--- config.mk ---
export PLATFORM = sky130hd
export DESIGN_NAME = qspim_wb_arb_flat
export DESIGN_NICKNAME = d
export VERILOG_FILES = /design/src/rtl/qspim_wb_arb_pkg.sv /design/src/rtl/qspim_wb_arb_if.sv /design/src/rtl/qspim_wb_arb_rr_pick.sv /design/src/rtl/qspim_wb_arb.sv /design/src/flat_wrapper.sv
export SDC_FILE = /design/constraint.sdc
export NUM_CORES = 1
export LEC_CHECK = 0
export ABC_AREA = 1
export BUFFER_PORTS_ARGS = -buffer_cell sky130_fd_sc_hd__buf_4
export CELL_PAD_IN_SITES_DETAIL_PLACEMENT = 0
export CELL_PAD_IN_SITES_GLOBAL_PLACEMENT = 1
export CORE_AREA = 2 2 165 167
export DETAILED_ROUTE_END_ITERATION = 10
export DIE_AREA = 0 0 167 169
export PLACE_DENSITY = 0.7
export REMOVE_ABC_BUFFERS = 1
export SYNTH_ARGS = -nofsm -noshare
export SYNTH_HDL_FRONTEND = slang
export SYNTH_SLANG_ARGS = --single-unit
--- constraint.sdc ---
create_clock -name mclk -period 2.85 [get_ports mclk]
set_input_delay 0.4275 -clock mclk [delete_from_list [all_inputs] [get_ports mclk]]
set_output_delay 0.4275 -clock mclk [all_outputs]
set_load 0.03 [all_outputs]
--- src/rtl/qspim_wb_arb_pkg.sv ---
// Shared types, constants and the rotating-priority pick function for the
// QSPI master Wishbone arbiter.
package qspim_arb_pkg;

    typedef enum logic [1:0] {
        IDLE = 2'd0,
        BUSY = 2'd1,
        GAP  = 2'd2
    } arb_state_e;

    localparam int WB_BL_W = 10;
    localparam int MAX_NM  = 8;
    localparam int PTR_W   = 3;

    // One-hot winner: first asserted request after ptr, wrapping modulo nm.
    function automatic logic [MAX_NM-1:0] rr_pick(input logic [MAX_NM-1:0] req,
                                                  input logic [PTR_W-1:0]  ptr,
                                                  input int unsigned       nm);
        logic [MAX_NM-1:0] win;
        logic [PTR_W-1:0]  idx;
        win = '0;
        for (int unsigned i = 1; i <= 32'(MAX_NM); i++) begin
            idx = PTR_W'((32'(ptr) + i) % nm);
            if ((i <= nm) && (win == '0) && req[idx]) begin
                win[idx] = 1'b1;
            end
        end
        return win;
    endfunction

endpackage

--- src/rtl/qspim_wb_arb_if.sv ---
// Bundle of the per-master request/response lanes and the single slave port.
interface qspim_wb_arb_if #(
    parameter int NM       = 3,
    parameter int WB_WIDTH = 32
);
    import qspim_arb_pkg::*;

    logic [NM-1:0]          m_stb_i;
    logic [NM*WB_WIDTH-1:0] m_adr_i;
    logic [NM-1:0]          m_we_i;
    logic [NM*WB_WIDTH-1:0] m_dat_i;
    logic [NM*4-1:0]        m_sel_i;
    logic [NM*WB_BL_W-1:0]  m_bl_i;
    logic [NM-1:0]          m_bry_i;
    logic [WB_WIDTH-1:0]    m_dat_o;
    logic [NM-1:0]          m_ack_o;
    logic [NM-1:0]          m_lack_o;
    logic [NM-1:0]          m_err_o;

    logic                   s_stb_o;
    logic [WB_WIDTH-1:0]    s_adr_o;
    logic                   s_we_o;
    logic [WB_WIDTH-1:0]    s_dat_o;
    logic [3:0]             s_sel_o;
    logic [WB_BL_W-1:0]     s_bl_o;
    logic                   s_bry_o;
    logic [WB_WIDTH-1:0]    s_dat_i;
    logic                   s_ack_i;
    logic                   s_lack_i;
    logic                   s_err_i;

    // Arbiter view: masters' requests in, slave port out.
    modport master (
        input  m_stb_i, m_adr_i, m_we_i, m_dat_i, m_sel_i, m_bl_i, m_bry_i,
        input  s_dat_i, s_ack_i, s_lack_i, s_err_i,
        output m_dat_o, m_ack_o, m_lack_o, m_err_o,
        output s_stb_o, s_adr_o, s_we_o, s_dat_o, s_sel_o, s_bl_o, s_bry_o
    );

    // Environment view: drives requests and slave responses.
    modport slave (
        output m_stb_i, m_adr_i, m_we_i, m_dat_i, m_sel_i, m_bl_i, m_bry_i,
        output s_dat_i, s_ack_i, s_lack_i, s_err_i,
        input  m_dat_o, m_ack_o, m_lack_o, m_err_o,
        input  s_stb_o, s_adr_o, s_we_o, s_dat_o, s_sel_o, s_bl_o, s_bry_o
    );

endinterface

--- src/rtl/qspim_wb_arb_rr_pick.sv ---
// Combinational one-hot priority picker; search starts just after ptr.
module qspim_rr_pick
    import qspim_arb_pkg::*;
#(
    parameter int NM = 3
) (
    input  logic [NM-1:0]    req,
    input  logic [PTR_W-1:0] ptr,
    output logic [NM-1:0]    gnt,
    output logic [PTR_W-1:0] idx
);

    logic [MAX_NM-1:0] win_s;

    // Pick the winner and encode its index (win_s is one-hot, so OR is safe).
    always_comb begin
        win_s = rr_pick(MAX_NM'(req), ptr, NM);
        gnt   = win_s[NM-1:0];
        idx   = '0;
        for (int k = 0; k < NM; k++) begin
            idx = idx | ({PTR_W{win_s[k]}} & PTR_W'(k));
        end
    end

endmodule

--- src/rtl/qspim_wb_arb.sv ---
// Burst-aware arbiter of NM Wishbone masters onto the QSPI master slave port,
// with a post-burst strobe gap and a stall watchdog.
module qspim_wb_arb
    import qspim_arb_pkg::*;
#(
    parameter int NM       = 3,
    parameter int WB_WIDTH = 32,
    parameter int TO_W     = 16
) (
    input  logic            mclk,
    input  logic            rst,
    qspim_wb_arb_if.master  bus,
    input  logic            cfg_arb_mode,
    input  logic [TO_W-1:0] cfg_timeout,
    output logic [NM-1:0]   grant_o,
    output logic            to_event_o
);

    arb_state_e        state_r;
    logic [NM-1:0]     grant_r;
    logic [PTR_W-1:0]  rr_ptr_r;
    logic [TO_W-1:0]   wd_cnt_r;
    logic [TO_W-1:0]   to_lim_r;

    logic              busy_s;
    logic [NM-1:0]     gsel_s;
    logic              gstb_s;
    logic              wd_exp_s;
    logic              to_event_s;
    logic              exit_s;
    logic [NM-1:0]     win_s;
    logic [PTR_W-1:0]  win_idx_s;
    logic [PTR_W-1:0]  ptr_sel_s;

    // Fixed priority is a rotating search that always starts after NM-1.
    assign ptr_sel_s = cfg_arb_mode ? PTR_W'(NM - 1) : rr_ptr_r;

    qspim_rr_pick #(.NM(NM)) u_pick (
        .req (bus.m_stb_i),
        .ptr (ptr_sel_s),
        .gnt (win_s),
        .idx (win_idx_s)
    );

    assign busy_s     = (state_r == BUSY);
    assign gsel_s     = busy_s ? grant_r : '0;
    assign gstb_s     = |(gsel_s & bus.m_stb_i);
    assign wd_exp_s   = busy_s && (to_lim_r != '0) && !bus.s_ack_i &&
                        (wd_cnt_r == (to_lim_r - TO_W'(1)));
    // A simultaneous last-ack completes the burst normally.
    assign to_event_s = wd_exp_s && !bus.s_lack_i;
    assign exit_s     = busy_s && (bus.s_lack_i || bus.s_err_i || !gstb_s || wd_exp_s);

    assign grant_o    = grant_r;
    assign to_event_o = to_event_s;

    // Slave-side mux of the granted master plus response steering.
    always_comb begin
        bus.s_adr_o  = '0;
        bus.s_dat_o  = '0;
        bus.s_sel_o  = '0;
        bus.s_bl_o   = '0;
        bus.s_we_o   = |(gsel_s & bus.m_we_i);
        bus.s_bry_o  = |(gsel_s & bus.m_bry_i);
        bus.s_stb_o  = gstb_s;
        for (int k = 0; k < NM; k++) begin
            bus.s_adr_o = bus.s_adr_o | ({WB_WIDTH{gsel_s[k]}} & bus.m_adr_i[k*WB_WIDTH +: WB_WIDTH]);
            bus.s_dat_o = bus.s_dat_o | ({WB_WIDTH{gsel_s[k]}} & bus.m_dat_i[k*WB_WIDTH +: WB_WIDTH]);
            bus.s_sel_o = bus.s_sel_o | ({4{gsel_s[k]}} & bus.m_sel_i[k*4 +: 4]);
            bus.s_bl_o  = bus.s_bl_o  | ({WB_BL_W{gsel_s[k]}} & bus.m_bl_i[k*WB_BL_W +: WB_BL_W]);
        end
        bus.m_dat_o  = bus.s_dat_i;
        bus.m_ack_o  = gsel_s & {NM{bus.s_ack_i}};
        bus.m_lack_o = gsel_s & {NM{bus.s_lack_i || wd_exp_s}};
        bus.m_err_o  = gsel_s & {NM{bus.s_err_i || to_event_s}};
    end

    // Arbitration FSM, grant register, pointer and watchdog counter.
    always_ff @(posedge mclk) begin
        if (rst) begin
            state_r  <= IDLE;
            grant_r  <= '0;
            rr_ptr_r <= PTR_W'(NM - 1);
            wd_cnt_r <= '0;
            to_lim_r <= '0;
        end else begin
            case (state_r)
                IDLE: begin
                    if (|bus.m_stb_i) begin
                        grant_r  <= win_s;
                        rr_ptr_r <= win_idx_s;
                        wd_cnt_r <= '0;
                        to_lim_r <= cfg_timeout;
                        state_r  <= BUSY;
                    end
                end
                BUSY: begin
                    if (bus.s_ack_i) begin
                        wd_cnt_r <= '0;
                    end else if (wd_cnt_r != '1) begin
                        wd_cnt_r <= wd_cnt_r + TO_W'(1);
                    end
                    if (exit_s) begin
                        grant_r <= '0;
                        state_r <= GAP;
                    end
                end
                GAP: begin
                    grant_r <= '0;
                    state_r <= IDLE;
                end
                default: begin
                    grant_r <= '0;
                    state_r <= IDLE;
                end
            endcase
        end
    end

endmodule

--- src/flat_wrapper.sv ---
// flat-port wrapper written by rule: the top's interface ports become plain ports
module qspim_wb_arb_flat import qspim_arb_pkg::*;
#(
    parameter int NM       = 3,
    parameter int WB_WIDTH = 32,
    parameter int TO_W     = 16
)
  (mclk, rst, cfg_arb_mode, cfg_timeout, grant_o, to_event_o, bus_m_stb_i, bus_m_adr_i, bus_m_we_i, bus_m_dat_i, bus_m_sel_i, bus_m_bl_i, bus_m_bry_i, bus_s_dat_i, bus_s_ack_i, bus_s_lack_i, bus_s_err_i, bus_m_dat_o, bus_m_ack_o, bus_m_lack_o, bus_m_err_o, bus_s_stb_o, bus_s_adr_o, bus_s_we_o, bus_s_dat_o, bus_s_sel_o, bus_s_bl_o, bus_s_bry_o);
  qspim_wb_arb_if #(.NM(NM), .WB_WIDTH(WB_WIDTH)) bus_i ();
  input  logic mclk;
  input  logic rst;
  input  logic cfg_arb_mode;
  input  logic [TO_W-1:0] cfg_timeout;
  output logic [NM-1:0] grant_o;
  output logic to_event_o;
  input wire logic [$bits(bus_i.m_stb_i)-1:0] bus_m_stb_i;
  input wire logic [$bits(bus_i.m_adr_i)-1:0] bus_m_adr_i;
  input wire logic [$bits(bus_i.m_we_i)-1:0] bus_m_we_i;
  input wire logic [$bits(bus_i.m_dat_i)-1:0] bus_m_dat_i;
  input wire logic [$bits(bus_i.m_sel_i)-1:0] bus_m_sel_i;
  input wire logic [$bits(bus_i.m_bl_i)-1:0] bus_m_bl_i;
  input wire logic [$bits(bus_i.m_bry_i)-1:0] bus_m_bry_i;
  input wire logic [$bits(bus_i.s_dat_i)-1:0] bus_s_dat_i;
  input wire logic [$bits(bus_i.s_ack_i)-1:0] bus_s_ack_i;
  input wire logic [$bits(bus_i.s_lack_i)-1:0] bus_s_lack_i;
  input wire logic [$bits(bus_i.s_err_i)-1:0] bus_s_err_i;
  output wire logic [$bits(bus_i.m_dat_o)-1:0] bus_m_dat_o;
  output wire logic [$bits(bus_i.m_ack_o)-1:0] bus_m_ack_o;
  output wire logic [$bits(bus_i.m_lack_o)-1:0] bus_m_lack_o;
  output wire logic [$bits(bus_i.m_err_o)-1:0] bus_m_err_o;
  output wire logic [$bits(bus_i.s_stb_o)-1:0] bus_s_stb_o;
  output wire logic [$bits(bus_i.s_adr_o)-1:0] bus_s_adr_o;
  output wire logic [$bits(bus_i.s_we_o)-1:0] bus_s_we_o;
  output wire logic [$bits(bus_i.s_dat_o)-1:0] bus_s_dat_o;
  output wire logic [$bits(bus_i.s_sel_o)-1:0] bus_s_sel_o;
  output wire logic [$bits(bus_i.s_bl_o)-1:0] bus_s_bl_o;
  output wire logic [$bits(bus_i.s_bry_o)-1:0] bus_s_bry_o;
  assign bus_i.m_stb_i = bus_m_stb_i;
  assign bus_i.m_adr_i = bus_m_adr_i;
  assign bus_i.m_we_i = bus_m_we_i;
  assign bus_i.m_dat_i = bus_m_dat_i;
  assign bus_i.m_sel_i = bus_m_sel_i;
  assign bus_i.m_bl_i = bus_m_bl_i;
  assign bus_i.m_bry_i = bus_m_bry_i;
  assign bus_i.s_dat_i = bus_s_dat_i;
  assign bus_i.s_ack_i = bus_s_ack_i;
  assign bus_i.s_lack_i = bus_s_lack_i;
  assign bus_i.s_err_i = bus_s_err_i;
  assign bus_m_dat_o = bus_i.m_dat_o;
  assign bus_m_ack_o = bus_i.m_ack_o;
  assign bus_m_lack_o = bus_i.m_lack_o;
  assign bus_m_err_o = bus_i.m_err_o;
  assign bus_s_stb_o = bus_i.s_stb_o;
  assign bus_s_adr_o = bus_i.s_adr_o;
  assign bus_s_we_o = bus_i.s_we_o;
  assign bus_s_dat_o = bus_i.s_dat_o;
  assign bus_s_sel_o = bus_i.s_sel_o;
  assign bus_s_bl_o = bus_i.s_bl_o;
  assign bus_s_bry_o = bus_i.s_bry_o;
  qspim_wb_arb #(.NM(NM), .WB_WIDTH(WB_WIDTH), .TO_W(TO_W)) u_core (.mclk(mclk), .rst(rst), .bus(bus_i), .cfg_arb_mode(cfg_arb_mode), .cfg_timeout(cfg_timeout), .grant_o(grant_o), .to_event_o(to_event_o));
endmodule
==> impl_metrics.yaml <==
yosys:
  synth_area_leaders: "nand2_1 (27%), dfxtp_1 (17%), nand3_1 (11%)"
  ys_warn_count: 0
  synth_area_um2: 4510
  ys.flop_type: "dfxtp_1"
  synth.most_common_cell: "nand2_1"
  async_reset_ff_share_pct: 0
  netlist_instances: 805
  ys_types: 42
  synth_edf_count: 0
  synth_seq_cells: 39
  yosysTopAreaCell: "nand2_1"
  synthTopCellsByCount: "nand2_1 (329), nand3_1 (101), nor2_1 (62)"
  yosysSeqAreaShare_pct: 17.3
  synth_top_area_share_pct: 27.4
  syn_avg_cell_area_um2: 5.60
floorplan:
  ios: 423
  die_area_um2: 28200
  coreArea_um2: 26500
  fp.dieH_um: 169
  start_util_pct: 17.0
  rows: 60
  fp.dieW_um: 167
detailed_routing:
  wl_mm: 27.5
  ant_nets: 0
  drcViolationCount: 0
  routedWlPerCell_um: 18.8
  vias: 6354
  viasPerCell: 4.34
  drt-initial-drc-count: 405
  drt_first_pass_iters: 5
timing:
  clock_skew_ps: 3.98
  min_period_ps: 2680
  setup_viol_count_final: 0
  worst_slack_ps: 173
  grt_setup_unrepaired: "no"
  fin_crit_sh_pct: 93.9
  worstMarginPinSlew_ps: 527
  max-slew-margin-rel_pct: 64.9
  fin_setup_tns_ps: 0
  final-max-slew-violation-count: 0
  finalHoldViolCount: 0
  max_freq_ghz: 0.374
min_path:
  hp-class: "primary input to register"
cts:
  h-tree-depth: 2
  cts_tree: "done"
  numClockSinks: 39
  clockBufferDepth: 2
  cts_hold_buffers: 0
  clk_latency_ps: 280
  cts-buffers-inserted: 5
  clk_pin_slew_worst_paths_ps: 60
  cts-root-buf: "clkbuf_16"
global_route:
  grt_pass1_wl_mm: 39.1
  grt.total_usage_pct: 18.2
  antenna_found_initial: 0
  grt_pass1_vias: 6191
  grt_overflow: 0
  grt_max_degree: 81
placement:
  io_buffers: 358
  dp_cells: 1454
  place_hpwl_mm: 23.0
  dp_slack_ps: 228
  gp_congestion: 0.846
worst_setup_path:
  crit_type: "register to output pin"
  critPathRequiredTime_ps: 2420
  cp-end-kind: "output pin"
  start_kind: "register"
  cp.arrival_ps: 2250
  crit_path_max_fanout: 5
pwr:
  total_power_w: 0.00281
  total_leakage_power_nw: 3.83
  ir_drop_mv: 0.246
  power.density_nw_per_um2: 366
final_layout:
  drive_above_1_share_pct: 39.7
  post-route-util_pct: 28.9
  fin_cells: 1464
  syn_to_final_growth_pct: 69.7
  diodes: 0
  final_nets: 1430
flow_run:
  cap_viol_max_count: 0
run_status:
  status: "completed"
worst paths after layout:
check | startpoint | endpoint | slack (ps) | depth (start not counted)
worst max-delay path | u_core.to_lim_r[0] | bus_m_err_o[2] | 170 | 15
worst min-delay path | cfg_timeout[12] | u_core.to_lim_r[12] | 390 | 3
worst max register to register | u_core.rr_ptr_r[0] | u_core.grant_o[2] | 410 | 16
worst min register to register | u_core.rr_ptr_r[0] | u_core.rr_ptr_r[0] | 480 | 2
routing by layer:
metal | vias to the layer above | wire, um | share of wire (%) | track usage [%]
met5 | - | 0 | 0 | 0.522
met4 | 0 | 142 | 0.52 | 1.87
met3 | 10 | 2430 | 8.8 | 5.59
met2 | 272 | 12800 | 47 | 30.0
met1 | 2908 | 12000 | 44 | 24.0
li1 | 3164 | - | - | -
metrics by stage:
step	hold WS (ps)	area (um2)
5_1_grt	398	7650
3_5_place_dp	470	7380
3_3_place_gp	470	7380
2_1_floorplan	439	4130
4_1_cts	393	7600
6_report	391	7650
cells in the final DEF, fill, tap and decap left out, drive strengths merged, types with 2 or more instances in the layout:
cell	instances
a21oi	28
inv	59
o21bai	3
ha	11
nor2	77
o211ai	2
bufinv	2
xnor2	14
nand4	8
dfxtp	39
o21ai	29
a211oi	3
nor4	2
buf	373
clkbuf	6
xor2	7
nand2	336
nand3	103
nand3b	7
nor3	6
power by group:
| group | total (W) | internal, W | switching, W |
|---|---|---|---|
| logic | 0.00143 | 0.000603 | 0.000829 |
| clock network | 0.000733 | 0.000502 | 0.000230 |
| registers | 0.000640 | 0.000590 | 0.0000501 |
| total | 0.00281 | 0.00170 | 0.00111 |
cells by family (layout without fill, tap and decap cells):
logic type | after synthesis | after routing | share of synthesized area (%)
and+or+nand+nor | 541 | 541 | 52.1
DFF | 39 | 39 | 17.3
adders and majority gates | 11 | 11 | 3.05
buffers and inverters | 123 | 441 | 13.5
xor gates and xnor gates | 21 | 21 | 4.08
AOI/OAI and AO/OA | 70 | 70 | 9.90
area by class of cell:
cell class,instances,area (um2)
clock inverter,2,60.1
sequential,39,782
timing repair buffer,373,2840
fill,3039,18800
multi-input combinational,643,3180
inverter,60,234
tap,341,427
clock buffer,6,129
critical path: stages (launching register included):
cell and delay (ps):
dfxtp_2 340, inv_4 90, ha_4 160, inv_1 60, nor2_4 160, nand3_1 90
nand3_1 80, nand2_1 50, nor2_1 110, nand2_1 70, nor2_2 130, nand4_1 140
nand2_2 130, inv_2 70, nor2_2 130, buf_6 140
state kept, by name, summed over array words and instances (netlist names):
signal,count
u_core.to_lim_r,16
u_core.wd_cnt_r,16
u_core.rr_ptr_r,2
u_core.grant_o,3
u_core.state_r,2
timing repair:
item                                    in CTS  in global routing
pin swaps                                    3                  7
buffers inserted                             2                  0
gates cloned                                 0                  0
endpoints found under the setup margin       6                  7
gates resized for setup                      5                 15
Note: power is estimated with default switching activity, not from simulation.
